[src/rtl/seq_alu.sv]
// -----------------------------------------------------------------------------
// seq_alu -- multi-cycle ALU for the CPU execute stage.
//
// Logic ops and add/sub/inc/dec finish in one cycle. MUL runs an iterative
// shift-add unit and DIV runs a restoring divider. Each of these takes WIDTH
// iterations. Both sides of the unit use a valid/ready handshake. Result and
// flags are registered, and they change only when the FSM enters DONE.
//
// Ports
//   clk, rst_n              rising-edge clock, asynchronous active-low reset
//   in_valid / in_ready     operand handshake; operands are latched on accept
//   A, B                    unsigned operands (WIDTH bits)
//   ALUControl              opcode (OPW bits)
//   out_valid / out_ready   result handshake; out_valid is high only in DONE
//   Result                  registered result (WIDTH bits)
//   Negative, Zero          derived from Result
//   Carry                   carry (ADD/INC) or borrow (SUB/DEC), else 0
//   DivByZero               DIV was issued with B == 0
// -----------------------------------------------------------------------------
module seq_alu #(
    parameter int WIDTH = 19,
    parameter int OPW   = 5,
    parameter int CNTW  = 5
) (
    input  logic             clk,
    input  logic             rst_n,
    input  logic             in_valid,
    output logic             in_ready,
    input  logic [WIDTH-1:0] A,
    input  logic [WIDTH-1:0] B,
    input  logic [OPW-1:0]   ALUControl,
    output logic             out_valid,
    input  logic             out_ready,
    output logic [WIDTH-1:0] Result,
    output logic             Negative,
    output logic             Zero,
    output logic             Carry,
    output logic             DivByZero
);

    localparam logic [OPW-1:0] OP_ADD = OPW'(0);
    localparam logic [OPW-1:0] OP_SUB = OPW'(1);
    localparam logic [OPW-1:0] OP_MUL = OPW'(2);
    localparam logic [OPW-1:0] OP_DIV = OPW'(3);
    localparam logic [OPW-1:0] OP_INC = OPW'(4);
    localparam logic [OPW-1:0] OP_DEC = OPW'(5);
    localparam logic [OPW-1:0] OP_AND = OPW'(6);
    localparam logic [OPW-1:0] OP_OR  = OPW'(7);
    localparam logic [OPW-1:0] OP_XOR = OPW'(8);
    localparam logic [OPW-1:0] OP_NOT = OPW'(9);

    localparam logic [CNTW-1:0] LAST_CNT = CNTW'(WIDTH - 1);

    typedef enum logic [1:0] {
        S_IDLE,
        S_MUL,
        S_DIV,
        S_DONE
    } state_t;

    state_t           state_q, state_d;
    logic [CNTW-1:0]  cnt_q, cnt_d;
    // acc holds the MUL accumulator or the DIV partial remainder.
    // opa holds the MUL multiplier (shifts right) or the DIV dividend,
    // which becomes the quotient as it shifts left.
    // opb holds the MUL multiplicand (shifts left) or the DIV divisor.
    logic [WIDTH-1:0] acc_q, acc_d;
    logic [WIDTH-1:0] opa_q, opa_d;
    logic [WIDTH-1:0] opb_q, opb_d;
    logic [WIDTH-1:0] result_q, result_d;
    logic             carry_q, carry_d;
    logic             dbz_q, dbz_d;

    logic             accept;
    logic [WIDTH-1:0] sc_result;
    logic             sc_carry;
    logic [WIDTH:0]   sc_wide;
    logic [WIDTH-1:0] mul_sum;
    logic [WIDTH:0]   div_shift;
    logic [WIDTH:0]   div_diff;
    logic             div_ok;
    logic [WIDTH-1:0] rem_next;
    logic [WIDTH-1:0] quo_next;

    assign in_ready  = (state_q == S_IDLE) && rst_n;
    assign accept    = in_valid && in_ready;
    assign out_valid = (state_q == S_DONE);
    assign Result    = result_q;
    assign Carry     = carry_q;
    assign DivByZero = dbz_q;
    assign Negative  = result_q[WIDTH-1];
    assign Zero      = (result_q == '0);

    // Single-cycle datapath. The extra top bit of sc_wide is the carry or borrow.
    always_comb begin
        // NOTE: every signal assigned in this block gets a default first, so no path can infer a latch.
        sc_wide   = '0;
        sc_result = '0;
        sc_carry  = 1'b0;
        case (ALUControl)
            OP_ADD: begin
                sc_wide   = {1'b0, A} + {1'b0, B};
                sc_result = sc_wide[WIDTH-1:0];
                sc_carry  = sc_wide[WIDTH];
            end
            OP_SUB: begin
                sc_wide   = {1'b0, A} - {1'b0, B};
                sc_result = sc_wide[WIDTH-1:0];
                sc_carry  = sc_wide[WIDTH];
            end
            OP_INC: begin
                sc_wide   = {1'b0, A} + (WIDTH+1)'(1);
                sc_result = sc_wide[WIDTH-1:0];
                sc_carry  = sc_wide[WIDTH];
            end
            OP_DEC: begin
                sc_wide   = {1'b0, A} - (WIDTH+1)'(1);
                sc_result = sc_wide[WIDTH-1:0];
                sc_carry  = sc_wide[WIDTH];
            end
            OP_AND:  sc_result = A & B;
            OP_OR:   sc_result = A | B;
            OP_XOR:  sc_result = A ^ B;
            OP_NOT:  sc_result = ~A;
            default: sc_result = '0;
        endcase
    end

    // One iteration of each multi-cycle unit.
    // For DIV, the partial remainder is always below the divisor, so the
    // shifted value needs one extra bit. When the trial subtraction succeeds,
    // the difference fits back into WIDTH bits, and bit WIDTH of the
    // difference acts as the borrow.
    always_comb begin
        mul_sum   = acc_q + (opa_q[0] ? opb_q : '0);
        div_shift = {acc_q, opa_q[WIDTH-1]};
        div_diff  = div_shift - {1'b0, opb_q};
        div_ok    = ~div_diff[WIDTH];
        rem_next  = div_ok ? div_diff[WIDTH-1:0] : div_shift[WIDTH-1:0];
        quo_next  = {opa_q[WIDTH-2:0], div_ok};
    end

    // Next-state logic.
    always_comb begin
        state_d  = state_q;
        cnt_d    = cnt_q;
        acc_d    = acc_q;
        opa_d    = opa_q;
        opb_d    = opb_q;
        result_d = result_q;
        carry_d  = carry_q;
        dbz_d    = dbz_q;

        case (state_q)
            S_IDLE: begin
                if (accept) begin
                    if (ALUControl == OP_MUL) begin
                        acc_d   = '0;
                        opa_d   = B;
                        opb_d   = A;
                        cnt_d   = '0;
                        state_d = S_MUL;
                    end else if (ALUControl == OP_DIV) begin
                        if (B == '0) begin
                            result_d = '0;
                            carry_d  = 1'b0;
                            dbz_d    = 1'b1;
                            state_d  = S_DONE;
                        end else begin
                            acc_d   = '0;
                            opa_d   = A;
                            opb_d   = B;
                            cnt_d   = '0;
                            state_d = S_DIV;
                        end
                    end else begin
                        result_d = sc_result;
                        carry_d  = sc_carry;
                        dbz_d    = 1'b0;
                        state_d  = S_DONE;
                    end
                end
            end
            S_MUL: begin
                acc_d = mul_sum;
                opa_d = opa_q >> 1;
                opb_d = opb_q << 1;
                cnt_d = cnt_q + 1'b1;
                if (cnt_q == LAST_CNT) begin
                    result_d = mul_sum;
                    carry_d  = 1'b0;
                    dbz_d    = 1'b0;
                    state_d  = S_DONE;
                end
            end
            S_DIV: begin
                acc_d = rem_next;
                opa_d = quo_next;
                cnt_d = cnt_q + 1'b1;
                if (cnt_q == LAST_CNT) begin
                    result_d = quo_next;
                    carry_d  = 1'b0;
                    dbz_d    = 1'b0;
                    state_d  = S_DONE;
                end
            end
            S_DONE: begin
                if (out_ready) begin
                    state_d = S_IDLE;
                end
            end
            default: state_d = S_IDLE;
        endcase
    end

    // NOTE: the datapath registers are reset as well, so no opcode can expose X after reset.
    always_ff @(posedge clk or negedge rst_n) begin
        if (!rst_n) begin
            state_q  <= S_IDLE;
            cnt_q    <= '0;
            acc_q    <= '0;
            opa_q    <= '0;
            opb_q    <= '0;
            result_q <= '0;
            carry_q  <= 1'b0;
            dbz_q    <= 1'b0;
        end else begin
            // NOTE: non-blocking assignments so every flop samples pre-edge values.
            state_q  <= state_d;
            cnt_q    <= cnt_d;
            acc_q    <= acc_d;
            opa_q    <= opa_d;
            opb_q    <= opb_d;
            result_q <= result_d;
            carry_q  <= carry_d;
            dbz_q    <= dbz_d;
        end
    end

endmodule

[config.mk]
export PLATFORM = sky130hd
export DESIGN_NAME = seq_alu
export DESIGN_NICKNAME = d
export VERILOG_FILES = /design/src/rtl/seq_alu.sv
export SDC_FILE = /design/constraint.sdc
export NUM_CORES = 1
export LEC_CHECK = 0
export BUFFER_PORTS_ARGS = -buffer_cell sky130_fd_sc_hd__buf_2
export CAP_MARGIN = 20
export CORE_UTILIZATION = 40
export DETAILED_ROUTE_END_ITERATION = 16
export PLACE_DENSITY = 0.54
export SLEW_MARGIN = 20
export SYNTH_ARGS = -nofsm -noshare
export SYNTH_HDL_FRONTEND = slang
export SYNTH_SLANG_ARGS = --single-unit
[constraint.sdc]
create_clock -name clk -period 5.25 [get_ports clk]
set_clock_uncertainty 0.1 [all_clocks]
set_input_delay 0.7875 -clock clk [delete_from_list [all_inputs] [get_ports clk]]
set_output_delay 0.7875 -clock clk [all_outputs]
set_load 0.01 [all_outputs]
==> summary.md, run 1 <==
| Metric | Value |
|---|---|
| Outcome | completed |
| CP required | 5.35 ns |
| Depth of the CTS H-tree | 3 |
| Power Density | 551 nW/µm² |
| Total Power | 6410 µW |
| Seq. cell area | between 2000 and 2500 µm² |
| Grt ovf | 0 |
| First-pass GRT wire length | 60.7 mm |
| First DRT Iteration DRCs | 1064 |
| Worst path bufs/invs | 2 |
| Final Hold Viols | 0 |
| Yosys top cell by area | dfrtp_1 |
| Core Rows | 59 |
| Crit path max-delay family | compound AO/OA/AOI/OAI gates |
| Worst setup EP type | flip-flop |
| Reg2reg end | Result[17]$_DFFE_PN0P_ |
| Worst vdd ir | 0.000455 V |
| Seq/Total Area, Yosys | 19.8% |
| Initial core utilization | 41.0% |
| Post-synth ARST share | 100% |
| Multi-input gate area | 7910 µm² |
| WP data arrival | 4.05 ns |
| Cell Chain, Critical Path | buf_2 > inv_1 > ha_1 > nor2_1 > nand2_1 > o31ai_1 > o2111ai_1 > a2111oi_0 > nor3_1 > nor4_1 > o22ai_1 |
| Setup WS post-layout | 1.30 ns |
| R2R cell count | 11 |
| Die height | around 170 µm |
| Net Count, Synth | 1656 |
| Worst R2R Start | opa_q[0]$_DFFE_PN0P_ |
| Antenna Nets Post-Route | 0 |
| Core region area | 26200 µm² |
| Final GP Congestion | ~0.94 |
| Via count | 11.1k |
| Antenna violations before repair | 1 |
| Crit path launch | A[7] |
| Most area-consuming cells after synthesis | dfrtp_1 20%, ha_1 13%, nand2_1 7.7% |
| CTS Buf Count | 9 |
| DR vias/cell | 6.05 |
| Crit path kind | primary input to flip-flop |
| CTS tree | done |
| Synth Instances | around 1.5k |
| Synthesized area | around 11000 µm² |
| Slowest cell delay on critical path | 0.74 ns |
| Layout cells sized above 1 | under 10% |
| Wirelength per Cell | approximately 21 µm |
| GRT Total Usage | 27.9% |
| Clock latency on the worst-skew pair | around 0.34 ns |
| Area Overhead vs Synth | 8.27% |
| Full die area | around 28000 µm² |
| Post-synth EDFFs | 0 |
| Worst-path fanout max | 13 |
| Critical-path top delay cell | a2111oi_0 |
| Clock sink count | 85 |
| Cts repair resizes | 0 |
| Number of global-route vias before repair | 10.5k |
| Ports | 72 |
| RSZ-0062 raised after global routing | false |
| Max-slew violation count | 0 |
| Postcts setup bufs | 0 |
| Period minus WS final | between 3 and 4 ns |
| # setup viols final | 0 |
| R2r setup slk | 1.56 ns |
| DRT Pass-1 Iters | 6 |
| # nets final | 1664 |
| Final wirelength | 38.6 mm |
| DIE WIDTH | 166 µm |
| Cell variety after synth | 87 |
| Maximum clock path buffer count | 2 |
| Share of the synthesized area in the top cell type | 19.8% |
| Hpwl dp | 29.8 mm |
| Largest net degree at the start of global routing | 76 |
| Max-cap violations | 0 |
| Pre-CTS WS | 0.949 ns |
| Seq cells post-synth | 85 |
| Root buffer cell | clkbuf_16 |
| Ant. Diodes | 0 |
| Worst-Margin Slew | 1.04 ns |
| Highest Clock Rate | 253 MHz |
| Setup tns final | 0 ns |
| Fill cell total of the finished layout | between 2k and 3k |
| Dominant synthesized flop cell | dfrtp_1 |
| P_leak | 0.00508 µW |
| Clk slew on worst S/H paths | 0.07 ns |
| Type of origin of the critical path | primary input |
| Final Util | between 40% and 50% |
| Min-delay worst type | primary input to async pin |
| Remaining DRCs | 0 |
| Ys Warns | 0 |
| Synth Area per Inst | 7.18 µm² |
| Number of I/O port buffers | 71 |
| Fin crit share | 75.1% |
| Slew HR | 30.7% |
| Post-CTS Hold Buffers | 0 |
power by group:
group          leakage (µW)  internal (µW)  switching [µW]
Clock              0.000152            427             269
Sequential          0.00108            972             345
Combinational       0.00385           1670            2730
Total               0.00508           3070            3350
cell usage after synthesis (5+ instances only):
cell type,instances
nor2_1,103
o21ai_1,71
o21a_1,8
mux2_1,9
a22oi_1,11
o21bai_1,5
xnor2_1,41
inv_1,89
o41ai_1,6
a221oi_1,27
nor3_1,41
nand2b_1,11
a31oi_1,20
o211ai_1,23
nor2b_1,13
xor2_1,11
o22ai_1,14
o21ai_0,80
nand2_1,219
dfrtp_1,85
a21o_1,18
nor4_1,15
and2_1,21
a2111oi_0,6
or3_1,13
and3_1,12
nand3_1,33
mux2i_1,10
clkbuf_1,68
o31ai_1,19
a211oi_1,25
o221ai_1,7
a21oi_1,129
nand4_1,7
buf_2,18
a221o_1,7
a22o_1,7
a211o_1,5
ha_1,110
routing by layer:
layer / wire length, µm / share of wire (%) / track usage, %
met5: 11 / 0.029 / 0
met4: 1140 / 2.9 / 9.51
met3: 1970 / 5.1 / 2.55
met2: 17500 / 45 / 45.1
met1: 18000 / 47 / 39.1
worst reg2reg max path, delay by kind of cell, from the launching register on:
family / cells / cell delay, ns
adders and majority gates: 1 / 0.23
AOI/OAI and AO/OA: 7 / 2.14
DFF: 1 / 0.72
buffers and inverters: 1 / 0.08
xor gates and xnor gates: 1 / 0.12
and+or+nand+nor: 1 / 0.18
stage by stage:
stage | instance area [µm²] | instances | hold WS [ns]
after floorplan | 10700 | 1495 | 0.377
after global placement | 11300 | 1827 | 0.367
after detailed placement | 11300 | 1827 | 0.369
after CTS | 11600 | 1842 | 0.230
after global routing | 11600 | 1842 | 0.244
final | 11600 | 1842 | 0.226
placed cells by master, fill, tap and decap left out, types with 8 or more instances in the layout:
| cell type | synthesis | layout |
|---|---|---|
| or3_1 | 13 | 13 |
| a21o_1 | 18 | 18 |
| mux2i_1 | 10 | 10 |
| a211oi_1 | 25 | 24 |
| a22oi_1 | 11 | 11 |
| inv_1 | 89 | 89 |
| buf_2 | 18 | 70 |
| mux2_1 | 9 | 9 |
| nor2_1 | 103 | 103 |
| a31oi_1 | 20 | 20 |
| o211ai_1 | 23 | 23 |
| nor2b_1 | 13 | 12 |
| o31ai_1 | 19 | 19 |
| a21oi_1 | 129 | 129 |
| clkbuf_16 | 0 | 9 |
| ha_1 | 110 | 109 |
| nor3_1 | 41 | 40 |
| and3_1 | 12 | 12 |
| o22ai_1 | 14 | 14 |
| o21ai_1 | 71 | 69 |
| and2_1 | 21 | 21 |
| nor4_1 | 15 | 15 |
| nand2_1 | 219 | 219 |
| xor2_1 | 11 | 11 |
| buf_4 | 3 | 21 |
| xnor2_1 | 41 | 41 |
| dfrtp_1 | 85 | 85 |
| nand2b_1 | 11 | 10 |
| o21a_1 | 8 | 8 |
| a221oi_1 | 27 | 27 |
| nand3_1 | 33 | 33 |
| o21ai_0 | 80 | 80 |
worst max path at each step:
stage / endpoint / depth (start not counted) / slack, ns
finish: Result[17]$_DFFE_PN0P_ / 11 / 1.30
global route: Result[17]$_DFFE_PN0P_ / 11 / 1.01
CTS: Result[17]$_DFFE_PN0P_ / 11 / 1.29
detailed placement: Result[17]$_DFFE_PN0P_ / 11 / 0.95
global placement: Result[17]$_DFFE_PN0P_ / 11 / 1.06
floorplan: Result[17]$_DFFE_PN0P_ / 11 / 1.79
area by class of cell:
type | count | share of cell area [%]
flip-flops and latches | 85 | 18.3
clock buffers | 11 | 2.09
inverters | 93 | 3.00
multi-input cells | 1223 | 68.0
repair buffers | 91 | 4.37
clock inverters | 4 | 0.624
well taps | 335 | 3.60
cell families after synthesis:
| group | count (synthesis) | synth area share (%) |
|---|---|---|
| AOI/OAI and AO/OA | 523 | 31.2 |
| and+or+nand+nor | 515 | 22.4 |
| buffers and inverters | 187 | 6.92 |
| adders and majority gates | 114 | 13.6 |
| DFF | 85 | 19.8 |
| xor gates and xnor gates | 52 | 4.24 |
| muxes | 19 | 1.88 |
sequential cells by signal, summed over array words and instances, names as in the netlist:
name	cells
opb_q	19
cnt_q	5
acc_q	19
Result	19
opa_q	19
DivByZero	1
Carry	1
state_q	2
Note: power is estimated with default switching activity, not from simulation.
==> run 2, diff against run 1 <==
clock period = 4.1 ns   (was 5.25 ns; I/O delays follow)
==> summary.md, run 2 (same netlist as run 1, synthesis figures left out) <==
| Metric | Value |
|---|---|
| Outcome | completed |
| Combinational share of power | roughly 70% |
| Die height | 166 µm |
| Max-cap violations | 0 |
| Sw Pwr | 4330 µW |
| # setup viols final | 0 |
| Full die area | 27500 µm² |
| R2R cell count | 11 |
| Final Hold Viols | 0 |
| P_leak | 0.00519 µW |
| Power share of the clock group | 10.3% |
| Largest net degree at the start of global routing | 77 |
| Worst-path fanout max | 13 |
| CTS tree | done |
| Slew HR | 38.9% |
| Antenna Nets Post-Route | 0 |
| Layout cells sized above 1 | approximately a tenth |
| Crit path max-delay family | compound AO/OA/AOI/OAI gates |
| P_int | 3990 µW |
| Cts repair resizes | 0 |
| CP required | between 4 and 5 ns |
| RSZ-0062 raised after global routing | false |
| WP data arrival | 3.55 ns |
| Initial core utilization | 41.0% |
| Highest Clock Rate | 291 MHz |
| Worst R2R Start | opa_q[0]$_DFFE_PN0P_ |
| Critical-path top delay cell | ha_1 |
| First-pass GRT wire length | 61.2 mm |
| Max-slew violation count | 0 |
| Worst setup EP type | flip-flop |
| GRT Total Usage | 28.3% |
| R2r setup slk | 0.68 ns |
| Maximum clock path buffer count | 2 |
| Min-delay worst type | primary input to async pin |
| First DRT Iteration DRCs | 1127 |
| Depth of the CTS H-tree | 3 |
| DRT Pass-1 Iters | 5 |
| Antenna violations before repair | 1 |
| Number of global-route vias before repair | 10.7k |
| DR vias/cell | between 6 and 7 |
| Via count | between 10k and 15k |
| Ports | slightly above 70 |
| Root buffer cell | clkbuf_16 |
| Clk slew on worst S/H paths | 0.07 ns |
| Worst-Margin Slew | 0.916 ns |
| Crit path launch | A[7] |
| Worst vdd ir | 0.000306 V |
| Postcts setup bufs | 0 |
| Final GP Congestion | 0.938 |
| # nets final | 1687 |
| Grt ovf | 0 |
| Wirelength per Cell | 21.0 µm |
| Number of I/O port buffers | 71 |
| Core Rows | 59 |
| Hpwl dp | 30.5 mm |
| DIE WIDTH | 166 µm |
| Final wirelength | just under 40 mm |
| Reg2reg end | Result[17]$_DFFE_PN0P_ |
| Clock sink count | 85 |
| Commonest non-fill, non-tap cell in the layout | nand2_1 |
| Clock latency on the worst-skew pair | 0.34 ns |
| CTS Buf Count | 9 |
| Most frequent cells in the layout | 219 x nand2_1, 129 x a21oi_1, 109 x ha_1 |
| Fin crit share | approximately 84% |
| Sequential share of power | 20.1% |
| Ant. Diodes | 0 |
| Power Density | a little over 700 nW/µm² |
| Period minus WS final | 3.44 ns |
| Remaining DRCs | 0 |
| Slowest cell delay on critical path | 0.47 ns |
| Type of origin of the critical path | primary input |
| Crit path kind | primary input to flip-flop |
| Cell Chain, Critical Path | buf_2 > inv_1 > ha_1 > nor2_1 > nand2_1 > o31ai_1 > o2111ai_1 > a2111oi_0 > buf_4 > nor3_1 > nor4_1 > o22ai_1 |
| Area Overhead vs Synth | 9.93% |
| Post-CTS Hold Buffers | 0 |
| Sw Ratio | 52.1% |
| Setup tns final | 0 ns |
| Total Power | ~8300 µW |
| Core region area | approximately 26000 µm² |
| Worst path bufs/invs | 3 |
==> run 2: cell types whose count changed in the layout (fill, tap and decap cells not counted) <==
cell / change
nor3b_2: +1
a2111oi_1: -1
a2111oi_0: +1
bufinv_16: -1
buf_6: +1
clkinvlp_4: +1
clkinv_4: +1
buf_4: +21
clkbuf_8: +1
buf_12: +1
nor3b_4: -1
clkbuf_1: -1
==> run 2: metal layers <==
layer / vias up / track usage [%] / part of all wire [%] / routed length [µm]
met4: 2 / 9.26 / 2.8 / 1110
li1: 5483 / - / - / -
met1: 5373 / 39.1 / 47 / 18300
met5: - / 0 / 0.033 / 13
met2: 390 / 46.3 / 46 / 17900
met3: 73 / 2.65 / 4.8 / 1880
==> run 2: power by group through the flow <==
stage	Combinational, µW	Clock, µW	Sequential (µW)
after floorplan	4220	0	1560
after global placement	5710	0	1680
after detailed placement	5730	0	1690
after CTS	5780	871	1670
after global routing	6480	908	1730
final	5800	856	1670
==> run 2: worst max-delay path by stage <==
| stage | depth (start not counted) | to | slack (ns) |
|---|---|---|---|
| floorplan | 11 | Result[17]$_DFFE_PN0P_ | 0.82 |
| global placement | 12 | Result[17]$_DFFE_PN0P_ | 0.39 |
| detailed placement | 12 | Result[17]$_DFFE_PN0P_ | 0.38 |
| CTS | 11 | Result[17]$_DFFE_PN0P_ | 0.70 |
| global route | 11 | Result[17]$_DFFE_PN0P_ | 0.43 |
| finish | 12 | Result[17]$_DFFE_PN0P_ | 0.66 |
==> run 2: cell type report <==
type                            count  area, µm²
Multi-Input combinational cell   1223       7900
Fill cell                        2759      14400
Timing Repair Buffer              114        697
Inverter                           93        349
Sequential cell                    85       2130
Clock buffer                       11        253
Tap cell                          335        419
Clock inverter                      5       58.8
==> run 2: worst register-to-register path, delay by kind of cell, from the launching register on <==
kind	cells	cell delay, ns
AOI/OAI and AO/OA	7	2.06
DFF	1	0.42
adders and majority gates	1	0.22
buffers and inverters	1	0.20
and+or+nand+nor	1	0.17
xor gates and xnor gates	1	0.12
==> run 2: stage by stage <==
step                      setup WS, ns  area [µm²]  instances  util [%]  hold slack, ns
after detailed placement         0.379       11500       1850      43.8           0.369
after CTS                        0.702       11800       1866      45.0         0.00313
after floorplan                  0.817       10700       1495         -           0.219
after global placement           0.394       11500       1850      43.8           0.365
after global routing             0.429       11800       1866      45.1         0.00529
final                            0.665       11800       1866      45.1         0.00190
==> run 3, diff against run 2 <==
PLACE_DENSITY = 0.56   (was 0.54)
clock period = 2.91 ns   (was 4.1 ns; I/O delays follow)
==> summary.md, run 3 (same netlist as run 1, synthesis figures left out) <==
| Metric | Value |
|---|---|
| Final wirelength | 42.0 mm |
| Ant. Diodes | 0 |
| Min-delay worst type | primary input to async pin |
| Worst setup EP type | flip-flop |
| Final GP Congestion | 0.943 |
| Highest Clock Rate | about 340 MHz |
| RSZ-0062 raised after global routing | true |
| Clk slew on worst S/H paths | 0.08 ns |
| Sw Ratio | 48.5% |
| Clock sink count | 85 |
| CP required | 3.05 ns |
| Core region area | between 20000 and 30000 µm² |
| R2R cell count | 11 |
| Die height | between 150 and 200 µm |
| Slew HR | 51.9% |
| Sw Pwr | 7410 µW |
| Type of origin of the critical path | flip-flop |
| Maximum clock path buffer count | 2 |
| WP data arrival | 3.10 ns |
| Most frequent CP cell | or3_4 |
| Worst-path fanout max | 4 |
| Fin crit share | 102% |
| Worst vdd ir | 0.000538 V |
| Period minus WS final | 2.96 ns |
| Layout cells sized above 1 | between 20 and 30% |
| Cell Chain, Critical Path | inv_1 > ha_2 > or3_4 > or3_4 > o41ai_4 > buf_6 > a211oi_4 > o21a_1 > or3_1 > a31o_1 > a221o_1 |
| Via count | 12.3k |
| Number of I/O port buffers | 71 |
| Crit path kind | flip-flop to flip-flop |
| Area Overhead vs Synth | 36.6% |
| Wirelength per Cell | 19.8 µm |
| P_leak | 0.00664 µW |
| DR vias/cell | 5.80 |
| Remaining DRCs | 0 |
| # nets final | between 1.5k and 2k |
| DP Area | roughly 13000 µm² |
| Max-cap violations | 0 |
| Ports | 72 |
| Largest net degree at the start of global routing | 76 |
| Max-slew violation count | 0 |
| Power Density | approximately 1000 nW/µm² |
| First-pass GRT wire length | about 65 mm |
| Full die area | 27500 µm² |
| Outcome | finished, violations left |
| Fill cell total of the finished layout | 2471 |
| Antenna violations before repair | 0 |
| Final Hold Viols | 0 |
| Critical-path top delay cell | or3_4 |
| Final Cell Area | ~15000 µm² |
| Number of global-route vias before repair | roughly 12k |
| Crit path max-delay family | simple AND/OR/NAND/NOR gates |
| DIE WIDTH | 166 µm |
| Total Power | 15300 µW |
| P_int | ~8000 µW |
| Sequential share of power | between 10% and 20% |
| DRT Pass-1 Iters | 5 |
| CTS tree | done |
| Final Util | 56.0% |
| Worst-Margin Slew | 0.722 ns |
| Initial core utilization | 41.0% |
| Combinational share of power | 77.0% |
| Root buffer cell | clkbuf_16 |
| Seq. cell area | between 2000 and 2500 µm² |
| Slowest cell delay on critical path | 0.39 ns |
| Hpwl dp | ~33 mm |
| CTS Buf Count | 9 |
| First DRT Iteration DRCs | 1024 |
| Core Rows | around 60 |
| Clock latency on the worst-skew pair | 0.36 ns |
| # setup viols final | 8 |
| Multi-input gate area | 8690 µm² |
| Worst path bufs/invs | 2 |
| Post-CTS Hold Buffers | 0 |
| Depth of the CTS H-tree | 3 |
| Antenna Nets Post-Route | 0 |
| Setup tns final | -0.145 ns |
| Reg2reg end | acc_q[15]$_DFFE_PN0P_ |
| R2r setup slk | -0.05 ns |
| Commonest non-fill, non-tap cell in the layout | buf_4 |
| GRT Total Usage | 29.6% |
| Failing checks | setup timing |
| Worst R2R Start | opb_q[5]$_DFFE_PN0P_ |
| Setup WS post-layout | -0.0463 ns |
| Most frequent cells in the layout | 279 x buf_4, 213 x nand2_1, 123 x a21oi_1 |
| Grt ovf | 0 |
| Power share of the clock group | 7.7% |
run 3: cell count changes in the layout (fill, tap and decap cells not counted), moves of 10 or more:
| cell | change |
|---|---|
| buf_4 | +237 |
| a221oi_1 | -10 |
| ha_1 | -20 |
| buf_6 | +12 |
| ha_4 | +16 |
run 3: how the worst max path moves through the flow:
stage / startpoint / endpoint / depth (start not counted)
after floorplan: A[7] / Result[17]$_DFFE_PN0P_ / 12
after global placement: A[0] / Result[18]$_DFFE_PN0P_ / 11
after detailed placement: A[0] / Result[18]$_DFFE_PN0P_ / 11
after CTS: opb_q[1]$_DFFE_PN0P_ / acc_q[14]$_DFFE_PN0P_ / 13
after global routing: opb_q[5]$_DFFE_PN0P_ / acc_q[10]$_DFFE_PN0P_ / 12
final: opb_q[5]$_DFFE_PN0P_ / acc_q[15]$_DFFE_PN0P_ / 11
run 3: worst register-to-register path: cells and delay by family (launching register included):
family / cells / cell delay [ns]
compound gates: 5 / 0.83
fa+ha+maj: 1 / 0.18
flops: 1 / 0.37
buf+inv: 2 / 0.24
simple gates: 3 / 1.12
run 3: per-stage QoR:
| step | cells | worst slack [ns] | hold slack, ns |
|---|---|---|---|
| final | 2124 | -0.0463 | 0.0411 |
| after global routing | 2124 | -0.155 | 0.0828 |
| after CTS | 2111 | -0.0991 | 0.0499 |
| after detailed placement | 2080 | -0.467 | 0.378 |
| after global placement | 2080 | -0.416 | 0.386 |
| after floorplan | 1495 | 0.0117 | 0.0409 |
run 3: what timing repair did:
action                                  in CTS  in global routing
pin swaps                                   33                 59
buffers inserted                            14                 14
endpoints found under the setup margin      28                 33
gates cloned                                 1                  0
resized for setup                           60                 93
run 3: area by class of cell:
cell class	count	share of cell area (%)
multi-input combinational	1223	59.2
timing repair buffer	372	19.0
sequential	85	14.5
tap	335	2.86
inverter	93	2.38
clock buffer	10	1.63
clock inverter	6	0.358
run 3: per-layer routing:
metal / global-route usage [%] / vias up / routed length [µm]
met5: 0 / - / 0
met4: 10.9 / 0 / 1290
met3: 3.55 / 72 / 1850
met2: 48.7 / 349 / 19500
met1: 39.9 / 5896 / 19400
li1: - / 5992 / -
run 3: power by group through the flow:
stage | registers (µW) | clock network [µW] | logic, µW
2_1_floorplan | 2200 | 0 | 5990
3_5_place_dp | 2300 | 0 | 9660
3_3_place_gp | 2280 | 0 | 9540
4_1_cts | 2280 | 1190 | 10800
6_report | 2340 | 1180 | 11800
5_1_grt | 2410 | 1240 | 12800
